[src/rtl/ram_arbiter.sv]
// ram_arbiter: shares a single-port RAM between two burst requesters with round-robin tie-breaking.
module ram_arbiter #(
    parameter int ADDR_W = 6,
    parameter int DATA_W = 32,
    parameter int LEN_W  = 6
) (
    input  logic              arb_clk,
    input  logic              arb_reset,
    input  logic              rq0_req,
    input  logic              rq0_we,
    input  logic [ADDR_W-1:0] rq0_addr,
    input  logic [LEN_W-1:0]  rq0_len,
    input  logic [DATA_W-1:0] rq0_wdata,
    output logic              rq0_gnt,
    output logic              rq0_beat,
    output logic              rq0_rvalid,
    output logic              rq0_done,
    input  logic              rq1_req,
    input  logic              rq1_we,
    input  logic [ADDR_W-1:0] rq1_addr,
    input  logic [LEN_W-1:0]  rq1_len,
    input  logic [DATA_W-1:0] rq1_wdata,
    output logic              rq1_gnt,
    output logic              rq1_beat,
    output logic              rq1_rvalid,
    output logic              rq1_done,
    output logic [DATA_W-1:0] arb_rdata,
    output logic [ADDR_W-1:0] arb_mem_address,
    output logic              arb_mem_we,
    output logic [DATA_W-1:0] arb_mem_data_in,
    input  logic [DATA_W-1:0] arb_mem_data_out
);
    typedef enum logic [1:0] {IDLE, BURST, DRAIN} state_t;
    state_t state, state_nx;
    logic owner, we_q, last_grant, rv0, rv1, pick, any_req, last_beat, in_burst, active;
    logic [ADDR_W-1:0] base;
    logic [LEN_W-1:0] len_q, cnt;
    assign any_req = rq0_req | rq1_req;
    assign pick = (rq0_req & rq1_req) ? ~last_grant : rq1_req;
    // len 0 wraps to 2^LEN_W beats naturally: last beat is cnt == len-1 modulo 2^LEN_W
    assign last_beat = cnt == len_q - LEN_W'(1);
    always_ff @(posedge arb_clk or negedge arb_reset) begin
        if (!arb_reset)
            state <= IDLE;
        else
            state <= state_nx;
    end
    always_comb begin
        state_nx = state;
        in_burst = state == BURST;
        active = state != IDLE;
        case (state)
            IDLE:    state_nx = any_req ? BURST : IDLE;
            BURST:   state_nx = last_beat ? DRAIN : BURST;
            default: state_nx = IDLE;
        endcase
        rq0_gnt = active & ~owner;
        rq1_gnt = active & owner;
        rq0_beat = in_burst & ~owner;
        rq1_beat = in_burst & owner;
        rq0_done = (state == DRAIN) & ~owner;
        rq1_done = (state == DRAIN) & owner;
        rq0_rvalid = rv0;
        rq1_rvalid = rv1;
        arb_mem_we = in_burst & we_q;
        arb_mem_address = in_burst ? base + ADDR_W'(cnt) : '0;
        arb_mem_data_in = arb_mem_we ? (owner ? rq1_wdata : rq0_wdata) : '0;
        arb_rdata = arb_mem_data_out;
    end
    always_ff @(posedge arb_clk or negedge arb_reset) begin
        if (!arb_reset) begin
            owner <= 1'b0;
            we_q <= 1'b0;
            base <= '0;
            len_q <= '0;
            cnt <= '0;
            last_grant <= 1'b1;
            rv0 <= 1'b0;
            rv1 <= 1'b0;
        end else begin
            rv0 <= rq0_beat & ~we_q;
            rv1 <= rq1_beat & ~we_q;
            if (state == IDLE && any_req) begin
                owner <= pick;
                last_grant <= pick;
                we_q <= pick ? rq1_we : rq0_we;
                base <= pick ? rq1_addr : rq0_addr;
                len_q <= pick ? rq1_len : rq0_len;
                cnt <= '0;
            end else if (in_burst) begin
                cnt <= cnt + LEN_W'(1);
            end
        end
    end
endmodule

[config.mk]
export PLATFORM = sky130hd
export DESIGN_NAME = ram_arbiter
export DESIGN_NICKNAME = d
export VERILOG_FILES = /design/src/rtl/ram_arbiter.sv
export SDC_FILE = /design/constraint.sdc
export NUM_CORES = 1
export LEC_CHECK = 0
export ABC_CLOCK_PERIOD_IN_PS = 3600
export BUFFER_PORTS_ARGS = -buffer_cell sky130_fd_sc_hd__buf_2
export CAP_MARGIN = 20
export CORE_AREA = 2 2 80 82
export DETAILED_ROUTE_END_ITERATION = 10
export DIE_AREA = 0 0 82 84
export HOLD_SLACK_MARGIN = 0.12
export PLACE_DENSITY = 0.92
export SYNTH_ARGS = -nofsm -noshare
export SYNTH_HDL_FRONTEND = slang
export SYNTH_SLANG_ARGS = --single-unit
[constraint.sdc]
create_clock -name arb_clk -period 3.6 [get_ports arb_clk]
set_input_delay 0.36 -clock arb_clk [delete_from_list [all_inputs] [get_ports arb_clk]]
set_output_delay 0.36 -clock arb_clk [all_outputs]
set_load 0.01 [all_outputs]
==> impl_results.html <==
<table>
<tr><th>Metric</th><th>Value</th></tr>
<tr><th colspan="2">CTS</th></tr>
<tr><td>CTS max path bufs</td><td>2</td></tr>
<tr><td>CTS clk-pin slew, worst paths</td><td>90 ps</td></tr>
<tr><td>Number of buffers added by the clock tree synthesis step</td><td>3</td></tr>
<tr><td>Post-CTS setup repair buffer count</td><td>0</td></tr>
<tr><td>Sink count of the clock tree</td><td>25</td></tr>
<tr><td>Master cell of the clock root buffer</td><td>clkbuf_8</td></tr>
<tr><td>PostCTS Resize Cnt</td><td>0</td></tr>
<tr><td>Count of H-tree levels built during CTS</td><td>1</td></tr>
<tr><td>CTS tree</td><td>done</td></tr>
<tr><td>Insertion delay of the later-clocked pin in the worst-skew pair</td><td>270 ps</td></tr>
<tr><th colspan="2">Timing</th></tr>
<tr><td>Max frequency</td><td>0.4052 GHz</td></tr>
<tr><td>Max-slew headroom at the worst pin</td><td>0.3002</td></tr>
<tr><td>Part of the cycle the worst path needs</td><td>0.6855</td></tr>
<tr><td>Pins over their slew limit</td><td>0</td></tr>
<tr><td>Final period demand of the worst path</td><td>2468 ps</td></tr>
<tr><td>Final total negative setup slack</td><td>0 ps</td></tr>
<tr><td>Final hold violation count</td><td>0</td></tr>
<tr><td>Total of endpoints with negative setup slack in the final report</td><td>0</td></tr>
<tr><td>Maximum clock skew at final layout</td><td>3.618 ps</td></tr>
<tr><td>RSZ-0062 raised after global routing</td><td>false</td></tr>
<tr><td>Worst hold slack across all endpoints</td><td>308.5 ps</td></tr>
<tr><td>Actual transition at the worst max-transition pin</td><td>1044 ps</td></tr>
<tr><th colspan="2">Final layout</th></tr>
<tr><td>FILL cells</td><td>591</td></tr>
<tr><td>Most common cell after layout, fill and taps aside</td><td>buf_2</td></tr>
<tr><td>Number of nets in the layout</td><td>508</td></tr>
<tr><td>Fraction of layout cells with a size suffix above 1</td><td>0.3995</td></tr>
<tr><td>Leading cell types in the layout, fill and taps excluded</td><td>buf_2, mux2i_1, nor2_1</td></tr>
<tr><td>Synth-to-Final Area Change</td><td>25.91%</td></tr>
<tr><th colspan="2">Route</th></tr>
<tr><td>Detailed-route vias per instance</td><td>4.932</td></tr>
<tr><td>Antenna violation net count after detailed routing</td><td>0</td></tr>
<tr><td>DRT Wirelength</td><td>6587 µm</td></tr>
<tr><td>Avg WL per Cell</td><td>14.54 µm</td></tr>
<tr><td>Starting DRT DRC Count</td><td>82</td></tr>
<tr><td>Remaining DRCs</td><td>0</td></tr>
<tr><td>DR vias</td><td>2,234</td></tr>
<tr><td>Drt pass-1 iters</td><td>7</td></tr>
<tr><th colspan="2">Worst hold path</th></tr>
<tr><td>Worst min-delay path class</td><td>in2reg</td></tr>
<tr><td>Worst Hold Launch</td><td>rq0_req</td></tr>
<tr><th colspan="2">Placed design</th></tr>
<tr><td>DP HPWL</td><td>5277 µm</td></tr>
<tr><td>Port bufs</td><td>140</td></tr>
<tr><td>RD Place Congestion</td><td>0.9031</td></tr>
<tr><th colspan="2">Yosys</th></tr>
<tr><td>Library cells used by synthesis</td><td>37</td></tr>
<tr><td>Top cell type by total area after synthesis</td><td>dfrtp_1</td></tr>
<tr><td>Post-synth net total</td><td>406</td></tr>
<tr><td>Post-synth EDFFs</td><td>0</td></tr>
<tr><td>Synthesized instance count</td><td>272</td></tr>
<tr><td>Synthesis Warnings</td><td>0</td></tr>
<tr><td>Flops &amp; latches, synth</td><td>25</td></tr>
<tr><td>Area fraction of the dominant cell type after synthesis</td><td>0.2680</td></tr>
<tr><td>Top cells by area in the synthesized netlist</td><td>dfrtp_1, mux2i_1, buf_4, nor2_1, o21ai_0</td></tr>
<tr><td>Leading register cell type out of synthesis</td><td>dfrtp_1</td></tr>
<tr><td>Post-Synthesis Mean Instance Area</td><td>8.239 µm²</td></tr>
<tr><td>FFs w/ async S/R, synth</td><td>1.000</td></tr>
<tr><td>Post-synth design cell area</td><td>2241 µm²</td></tr>
<tr><td>Sequential-to-total area share from yosys stat</td><td>0.2797</td></tr>
<tr><th colspan="2">Status</th></tr>
<tr><td>Run status</td><td>completed</td></tr>
<tr><th colspan="2">Pwr</th></tr>
<tr><td>Cell internal power dissipation</td><td>1.181 mW</td></tr>
<tr><td>Combinational power share</td><td>0.642</td></tr>
<tr><td>Net Switching</td><td>1.081 mW</td></tr>
<tr><td>Sequential power share</td><td>0.283</td></tr>
<tr><td>Clock network fraction of total power</td><td>0.075</td></tr>
<tr><td>Maximum vdd ir drop</td><td>333.7 µV</td></tr>
<tr><td>Power Density</td><td>801.7 nW/µm²</td></tr>
<tr><td>Net switching fraction of the power</td><td>0.4779</td></tr>
<tr><td>Leak Pwr</td><td>1.525 nW</td></tr>
<tr><th colspan="2">Worst setup path</th></tr>
<tr><td>Crit. End Element</td><td>primary output</td></tr>
<tr><td>Critical Setup Path Class</td><td>reg2out</td></tr>
<tr><td>Data arrival time at the worst-slack endpoint</td><td>2110 ps</td></tr>
<tr><td>Launch point of the worst path</td><td>cnt[0]$_DFFE_PN0P_</td></tr>
<tr><td>Critical-path maximum fanout</td><td>6</td></tr>
<tr><td>Worst reg2reg startpoint</td><td>len_q[0]$_DFFE_PN0P_</td></tr>
<tr><td>CP startpoint kind</td><td>flop</td></tr>
<tr><td>Crit path required time</td><td>3240 ps</td></tr>
<tr><th colspan="2">Die</th></tr>
<tr><td>Die Area</td><td>6888 µm²</td></tr>
<tr><td>Number of placement rows</td><td>29</td></tr>
<tr><td>Top-Level Pins</td><td>205</td></tr>
<tr><td>Core box area</td><td>6096 µm²</td></tr>
<tr><td>Chip height</td><td>84 µm</td></tr>
<tr><td>Floorplan die width</td><td>82 µm</td></tr>
<tr><td>Initial core utilization</td><td>0.3676</td></tr>
<tr><th colspan="2">GRT</th></tr>
<tr><td>Total gr overflow</td><td>0</td></tr>
<tr><td>Initial antenna violation count</td><td>4</td></tr>
<tr><td>Overall fraction of global-route tracks in use</td><td>0.1825</td></tr>
<tr><td>Largest net degree at the start of global routing</td><td>42</td></tr>
<tr><td>Via count of the first global-routing pass</td><td>1,973</td></tr>
<tr><td>First-pass GRT wire length</td><td>9791 µm</td></tr>
<tr><th colspan="2">Run</th></tr>
<tr><td>Count of maximum capacitance violations</td><td>0</td></tr>
</table>
==> layer usage <==
layer  track usage  vias to the layer above  share of wire
met5             0                        -         0.0020
met4       0.06970                        2          0.031
met3       0.05303                       26           0.10
met2        0.2772                      102           0.45
met1        0.2417                      997           0.42
li1              -                     1107              -
==> critical path: stages, from the launching register on <==
cell	delay (ps)
dfrtp_1	470
ha_1	240
inv_1	70
fa_1	380
nor2b_1	160
o21ai_0	110
nor3b_1	150
nor3_1	110
buf_2	150
==> stage by stage <==
step / setup slack [ps] / total power [mW] / instance area (µm²) / util / cells
4_1_cts: 1164 / 2.273 / 2814 / 0.4616 / 450
5_1_grt: 965.0 / 2.478 / 2814 / 0.4616 / 450
2_1_floorplan: 1638 / 1.613 / 2241 / - / 272
3_5_place_dp: 1484 / 2.093 / 2759 / 0.4526 / 445
6_report: 1132 / 2.262 / 2821 / 0.4628 / 453
3_3_place_gp: 1569 / 2.022 / 2759 / 0.4526 / 445
==> path summary, 6_finish.rpt <==
| kind | depth (start not counted) | end | slack [ps] |
|---|---|---|---|
| hold / removal | 2 | last_grant$_DFFE_PN1P_ | 310 |
| max in group asynchronous | 2 | owner$_DFFE_PN0P_ | 2580 |
| hold reg to reg | 1 | rq1_rvalid$_DFF_PN0_ | 500 |
| setup / recovery | 8 | arb_mem_address[4] | 1130 |
| setup reg to reg | 5 | state[1]$_DFF_PN0_ | 1830 |
| min in group asynchronous | 2 | base[3]$_DFFE_PN0P_ | 610 |
==> area by class of cell <==
cell class | count | area (µm²) | share of cell area
flip-flops and latches | 25 | 628.1 | 0.2226
multi-input cells | 192 | 1285 | 0.4554
clock buffers | 4 | 45.04 | 0.01596
inverters | 9 | 33.78 | 0.01197
repair buffers | 143 | 725.7 | 0.2572
well taps | 77 | 96.34 | 0.03415
diodes | 3 | 7.507 | 0.002661
==> cells by family after synthesis <==
family / synth area share
fa+ha+maj: 0.04802
xor+xnor: 0.03518
mux: 0.2010
simple gates: 0.1809
buf+inv: 0.1468
compound gates: 0.1083
flops: 0.2797
==> cell usage after synthesis (4+ instances only) <==
| cell type | n |
|---|---|
| o21ai_0 | 23 |
| dfrtp_1 | 24 |
| xnor2_1 | 7 |
| ha_1 | 7 |
| nor2b_1 | 4 |
| buf_4 | 32 |
| a21oi_1 | 4 |
| mux2i_1 | 45 |
| nand4_1 | 4 |
| inv_1 | 9 |
| nor3_1 | 4 |
| nor2_1 | 42 |
| clkbuf_1 | 12 |
| nand2_1 | 19 |
==> power by group through the flow <==
stage,registers (mW),clock network [mW],logic [mW]
floorplan,0.515,0,1.10
global placement,0.630,0,1.39
detailed placement,0.646,0,1.45
CTS,0.640,0.171,1.46
global route,0.672,0.183,1.62
finish,0.640,0.170,1.45
==> sequential cells by signal, indices dropped and copies added, names as in the netlist <==
signal	count
base	6
cnt	6
last_grant	1
len_q	6
owner	1
rq0_rvalid	1
rq1_rvalid	1
state	2
we_q	1
==> repair_timing <==
item | CTS | global route
hold buffers | 1 | 0
hold endpoints to repair | 24 | 0
endpoints found under the setup margin | 0 | 0
Note: power is estimated with default switching activity, not from simulation.
